**config.mk**
```make
export PLATFORM = sky130hd
export DESIGN_NAME = id_issue_buffer
export DESIGN_NICKNAME = d
export VERILOG_FILES = /design/src/rtl/id_issue_buffer_pkg.sv /design/src/rtl/id_issue_buffer_chk.sv /design/src/rtl/id_issue_buffer.sv
export SDC_FILE = /design/constraint.sdc
export NUM_CORES = 1
export LEC_CHECK = 0
export BUFFER_PORTS_ARGS = -buffer_cell sky130_fd_sc_hd__buf_4
export CORE_UTILIZATION = 49
export DETAILED_ROUTE_END_ITERATION = 6
export PLACE_DENSITY = 0.72
export SETUP_SLACK_MARGIN = 0.05
export SLEW_MARGIN = 10
export SYNTH_ARGS = -nofsm -noshare
export SYNTH_HDL_FRONTEND = slang
export SYNTH_HIERARCHICAL = 1
export SYNTH_SLANG_ARGS = --single-unit
```
**constraint.sdc**
```tcl
create_clock -name clk_i -period 1.98 [get_ports clk_i]
set_input_delay 0.198 -clock clk_i [delete_from_list [all_inputs] [get_ports clk_i]]
set_output_delay 0.198 -clock clk_i [all_outputs]
set_load 0.01 [all_outputs]
```
**src/rtl/id_issue_buffer_pkg.sv**
```systemverilog
// Shared types for the decode-to-issue buffer: the decoded scoreboard entry,
// the stored buffer slot and the core configuration field that sizes it.
package id_issue_buffer_pkg;

    // Decoded instruction as handed from the decoder to the issue stage.
    typedef struct packed {
        logic [31:0] pc;
        logic [7:0]  op;
        logic [4:0]  rd;
    } scoreboard_entry_t;

    // One buffer slot: the decoded entry plus its control-flow flag.
    typedef struct packed {
        scoreboard_entry_t sbe;
        logic              is_ctrl_flow;
    } id_buf_entry_t;

    // Core configuration; IdBufDepth sets the Depth of the ID/issue buffer.
    typedef struct packed {
        logic [31:0] IdBufDepth;
    } ariane_cfg_t;

endpackage

```
**src/rtl/id_issue_buffer_chk.sv**
```systemverilog
// Invariant checker for id_issue_buffer: occupancy bounds and the
// control-flow cap. Contains only assertions, no functional logic.
module id_issue_buffer_chk #(
    parameter int unsigned Depth       = 2,
    parameter int unsigned MaxCtrlFlow = 0
) (
    input logic                       clk_i,
    input logic                       rst_ni,
    input logic [$clog2(Depth+1)-1:0] usage_i,
    input logic [$clog2(Depth+1)-1:0] cf_cnt_i
);

    if (Depth == 32'd0) begin : g_depth_check
        $fatal(1, "id_issue_buffer: Depth must be at least 1");
    end

    // Occupancy never exceeds the number of slots.
    a_usage_bound: assert property (@(posedge clk_i) disable iff (!rst_ni)
        32'(usage_i) <= Depth);

    // Control-flow entries are a subset of the held entries.
    a_cf_le_usage: assert property (@(posedge clk_i) disable iff (!rst_ni)
        cf_cnt_i <= usage_i);

    // The in-flight control-flow cap is honoured when enabled.
    a_cf_cap: assert property (@(posedge clk_i) disable iff (!rst_ni)
        (MaxCtrlFlow == 32'd0) || (32'(cf_cnt_i) <= MaxCtrlFlow));

endmodule

```
**src/rtl/id_issue_buffer.sv**
```systemverilog
// Decode-to-issue buffer. Holds up to Depth decoded entries in program order
// in a circular array, optionally presents the input directly when empty
// (FallThrough) and limits the number of held control-flow entries
// (MaxCtrlFlow, 0 = unlimited). Depth=1/FallThrough=0/MaxCtrlFlow=0 behaves
// exactly like the former single ID/issue pipeline register.
module id_issue_buffer
    import id_issue_buffer_pkg::*;
#(
    parameter int unsigned Depth       = 2,
    parameter bit          FallThrough = 1'b0,
    parameter int unsigned MaxCtrlFlow = 0
) (
    input  logic                       clk_i,
    input  logic                       rst_ni,
    input  logic                       flush_i,
    input  scoreboard_entry_t          decoded_entry_i,
    input  logic                       decoded_is_ctrl_flow_i,
    input  logic                       decoded_valid_i,
    output logic                       decoded_ready_o,
    output scoreboard_entry_t          issue_entry_o,
    output logic                       issue_entry_valid_o,
    output logic                       is_ctrl_flow_o,
    input  logic                       issue_instr_ack_i,
    output logic [$clog2(Depth+1)-1:0] usage_o,
    output logic [$clog2(Depth+1)-1:0] ctrl_flow_cnt_o
);

    localparam int unsigned CntW = $clog2(Depth + 1);
    localparam int unsigned PtrW = (Depth > 32'd1) ? $clog2(Depth) : 1;

    id_buf_entry_t   mem_q [Depth];
    logic [PtrW-1:0] rd_ptr_q, rd_ptr_d;
    logic [PtrW-1:0] wr_ptr_q, wr_ptr_d;
    logic [CntW-1:0] count_q, count_d;
    logic [CntW-1:0] cf_cnt_q, cf_cnt_d;

    id_buf_entry_t   head_s;
    logic            stored_valid_s;
    logic            pop_stored_s;
    logic            head_cf_pop_s;
    logic            cf_ok_s;
    logic            ft_active_s;
    logic            issue_valid_s;
    logic            push_s;
    logic            pop_ft_s;
    logic            push_write_s;
    logic            push_cf_s;

    // Advance a pointer, wrapping from Depth-1 back to slot 0.
    function automatic logic [PtrW-1:0] ptr_inc(input logic [PtrW-1:0] ptr);
        logic [PtrW-1:0] res;
        if (ptr == PtrW'(Depth - 32'd1)) begin
            res = {PtrW{1'b0}};
        end else begin
            res = ptr + PtrW'(1'b1);
        end
        return res;
    endfunction

    // Handshake decode: pop, control-flow admission, ready and push.
    always_comb begin
        head_s         = mem_q[rd_ptr_q];
        stored_valid_s = (count_q != {CntW{1'b0}});
        // A stored head is always presented, so an ack pops it directly;
        // this keeps cf_ok free of any loop through the fall-through path.
        pop_stored_s   = issue_instr_ack_i && stored_valid_s;
        head_cf_pop_s  = pop_stored_s && head_s.is_ctrl_flow;

        if ((MaxCtrlFlow == 32'd0) || !decoded_is_ctrl_flow_i) begin
            cf_ok_s = 1'b1;
        end else begin
            cf_ok_s = ((32'(cf_cnt_q) - 32'(head_cf_pop_s)) < MaxCtrlFlow);
        end

        ft_active_s = FallThrough && !stored_valid_s;

        if (ft_active_s) begin
            issue_valid_s = decoded_valid_i && cf_ok_s && !flush_i;
        end else begin
            issue_valid_s = stored_valid_s;
        end

        decoded_ready_o = decoded_valid_i
                          && ((32'(count_q) < Depth) || pop_stored_s)
                          && cf_ok_s;
        push_s          = decoded_ready_o && !flush_i;

        // An entry that falls through and is acked at once is never stored.
        pop_ft_s     = ft_active_s && issue_instr_ack_i && issue_valid_s;
        push_write_s = push_s && !pop_ft_s;
        push_cf_s    = push_write_s && decoded_is_ctrl_flow_i;
    end

    // Issue-side outputs: the stored head, or the input entry when falling through.
    always_comb begin
        issue_entry_valid_o = issue_valid_s;
        if (ft_active_s) begin
            issue_entry_o  = decoded_entry_i;
            is_ctrl_flow_o = decoded_is_ctrl_flow_i;
        end else begin
            issue_entry_o  = head_s.sbe;
            is_ctrl_flow_o = head_s.is_ctrl_flow;
        end
        usage_o         = count_q;
        ctrl_flow_cnt_o = cf_cnt_q;
    end

    // Next-state for pointers and counters; flush empties the buffer.
    always_comb begin
        if (flush_i) begin
            rd_ptr_d = {PtrW{1'b0}};
            wr_ptr_d = {PtrW{1'b0}};
            count_d  = {CntW{1'b0}};
            cf_cnt_d = {CntW{1'b0}};
        end else begin
            rd_ptr_d = pop_stored_s ? ptr_inc(rd_ptr_q) : rd_ptr_q;
            wr_ptr_d = push_write_s ? ptr_inc(wr_ptr_q) : wr_ptr_q;
            count_d  = count_q + CntW'(push_write_s) - CntW'(pop_stored_s);
            cf_cnt_d = cf_cnt_q + CntW'(push_cf_s) - CntW'(head_cf_pop_s);
        end
    end

    // State registers and slot storage; slots are only written on push.
    always_ff @(posedge clk_i or negedge rst_ni) begin
        if (!rst_ni) begin
            rd_ptr_q <= {PtrW{1'b0}};
            wr_ptr_q <= {PtrW{1'b0}};
            count_q  <= {CntW{1'b0}};
            cf_cnt_q <= {CntW{1'b0}};
            for (int unsigned i = 0; i < Depth; i++) begin
                mem_q[i] <= '0;
            end
        end else begin
            rd_ptr_q <= rd_ptr_d;
            wr_ptr_q <= wr_ptr_d;
            count_q  <= count_d;
            cf_cnt_q <= cf_cnt_d;
            if (push_write_s) begin
                mem_q[wr_ptr_q] <= '{sbe: decoded_entry_i, is_ctrl_flow: decoded_is_ctrl_flow_i};
            end else begin
                mem_q[wr_ptr_q] <= mem_q[wr_ptr_q];
            end
        end
    end

    id_issue_buffer_chk #(
        .Depth       (Depth),
        .MaxCtrlFlow (MaxCtrlFlow)
    ) u_chk (
        .clk_i    (clk_i),
        .rst_ni   (rst_ni),
        .usage_i  (count_q),
        .cf_cnt_i (cf_cnt_q)
    );

endmodule

```
==> run summary <==
Hold Slack: 0.0654 ns
Critical Path RT: 1.78 ns
Register bit total from synthesis: 98
Largest fanout on the critical path: 46
RSZ-0062 raised after global routing: false
Final nets: 444
Mapped Avg Cell Area: 16.0 sq um
Via-per-instance ratio: 5.14
Mapped Cells: 282
Rel. slew slack: 0.715
H-tree levels: 3
Setup TNS: 0 ns
Max Cap Violations: 0
# DRC: 9
Failing checks: DRC
Worst Tran Pin Value: 0.427 ns
Yosys warning count: 6
Via count: 2578
Die H: 98.1 um
Sinks on the clock net: 98
Die Footprint: 9610 sq um
Worst IR drop on VDD: 0.551 mV
RR Startpoint: usage_o[1]$_DFF_PN0_
Upper clock frequency limit: 538 MHz
Mapped Nets: 337
Clk_skew: 0.00910 ns
Total Wirelength: 8330 um
Leakage Power: 0.00271 uW
TritonCTS clock tree: yes
Reg clk slew, reported paths: 0.09 ns
DRT iter0 DRCs: 67
Skew-Pair Late Insertion Delay: 0.36 ns
Crit path largest cell delay: 0.39 ns
Hold WC Path Type: in2reg
CP max-delay cell: dfrtp_2
CP Class: reg2out
Commonest non-fill, non-tap cell in the layout: buf_4
Num CTS Buffers: 9
Buffers added on ports: 102
Pin count of the biggest net entering global routing: 57
Mapped Area: 4520 sq um
Worst setup path start: rd_ptr_q$_DFFE_PN0P_
Initial antenna violation count: 0
CTS max path bufs: 2
Final setup viols: 0
Hold Path Depth: 2
Crit start category: flop
GRT Total Usage: 0.190
Synth cell types: 23
Layout cells sized above 1: 0.673
Worst hold start: decoded_entry_i[38]
Arrival @ worst endpoint: 1.66 ns
WL/cell: 16.6 um
Area growth, synth to finish: 24.9%
Starting Density: 0.513
Number of global-route vias before repair: 2848
Status: finished with violations
Final Critical Period: 1.86 ns
Ports placed on the boundary: 103
Final period utilization: 0.938
Gp weighted congestion: 0.719
Critical path capture point type: output port
# Post-CTS Setup Buffers: 0
CTS root buf: clkbuf_8
Cell area power density: 1410 nW/um^2
Leading cell types in the layout, fill and taps excluded: buf_4, dfrtp_1, mux2_2
Diode count: 0
Core area: 8810 sq um
Die W: 98.1 um
Slew Limit Fails: 0
Grt ovf: 0
Seq/Total Area, Yosys: 0.542
Row count: 34
Cell breakdown of the critical path: buf_8 -> mux2_2 -> buf_4
DRT Pass-1 Iters: 6
First-pass GRT wire length: 14300 um
Final Hold Viols: 0
Reg2Reg Depth: 8
Post-route ant nets: 0
## what timing repair did
item,in CTS,in global routing
hold buffers,1,0
endpoints found under the hold margin,63,0
resized for setup,2,0
setup endpoints to repair,45,0
## state kept, by name, summed over array words and instances (netlist names)
signal	flops
rd_ptr_q	1
usage_o	2
wr_ptr_q	1
mem_q	92
ctrl_flow_cnt_o	2
## where the power goes
part	switching (uW)	total, uW	internal [uW]
registers	379	3130	2750
logic	1210	3280	2070
clock network	689	1530	844
## kinds of logic after synthesis
group / synth area share
simple gates: 0.0224
flops: 0.542
compound gates: 0.00332
xor+xnor: 0.00969
mux: 0.377
fa+ha+maj: 0.0111
buf+inv: 0.0340
## metrics by stage
step | setup WS [ns] | instances | cell area [sq um] | util | total power [uW]
2_1_floorplan | 0.0752 | 282 | 4520 | - | 5140
3_3_place_gp | 0.186 | 485 | 5390 | 0.612 | 6350
3_5_place_dp | 0.145 | 485 | 5390 | 0.612 | 6450
4_1_cts | 0.103 | 502 | 5640 | 0.641 | 8040
5_1_grt | 0.0503 | 502 | 5640 | 0.641 | 8420
6_report | 0.123 | 502 | 5640 | 0.641 | 7940
## synthesized netlist by cell type
| master | instances | area share |
|---|---|---|
| clkbuf_1 | 5 | 0.0042 |
| or3_2 | 1 | 0.0017 |
| o21ai_0 | 2 | 0.0022 |
| nor4_4 | 1 | 0.0047 |
| nor2b_1 | 3 | 0.0042 |
| buf_2 | 5 | 0.0055 |
| xnor2_1 | 2 | 0.0039 |
| or4_4 | 1 | 0.0025 |
| ha_1 | 4 | 0.011 |
| buf_12 | 4 | 0.018 |
| inv_1 | 5 | 0.0042 |
| or3_1 | 1 | 0.0014 |
| mux2_4 | 40 | 0.13 |
| dfrtp_1 | 98 | 0.54 |
| mux2_1 | 3 | 0.0075 |
| buf_6 | 1 | 0.0025 |
| nor2_1 | 4 | 0.0033 |
| mux2_2 | 95 | 0.24 |
| xor2_1 | 3 | 0.0058 |
| a21oi_1 | 1 | 0.0011 |
| nand3b_1 | 1 | 0.0017 |
| or2_2 | 1 | 0.0014 |
| and2b_1 | 1 | 0.0017 |
## critical path: cells and delay by family, from the launching register on
kind	cells	cell delay, ns
buf+inv	2	0.50
flops	1	0.39
mux	1	0.39
## metal layers
layer / global-route usage / vias to the layer above / part of all wire
met1: 0.249 / 1295 / 0.45
met2: 0.302 / 69 / 0.47
met4: 0.0676 / 0 / 0.016
li1: - / 1203 / -
met5: 0 / - / 0
met3: 0.0544 / 11 / 0.068
## area by class of cell
cell class                      instances  area [sq um]
Clock buffer                           10           128
Sequential cell                        98          2450
Multi-Input combinational cell        164          1910
Clock inverter                          6           114
Tap cell                              108           135
Inverter                                5          18.8
Fill cell                             674          3160
Timing Repair Buffer                  111           881
## worst paths after layout
check / slack [ns] / end
max: 0.12 / issue_entry_o[25]
max reg2reg: 0.14 / usage_o[1]$_DFF_PN0_
min reg2reg: 0.49 / mem_q[84]$_DFFE_PN0N_
min: 0.07 / mem_q[85]$_DFFE_PN0N_
min in group asynchronous: 0.19 / mem_q[76]$_DFFE_PN0N_
max in group asynchronous: 1.14 / mem_q[84]$_DFFE_PN0N_
No activity file was read; power rests on OpenSTA's default activity.
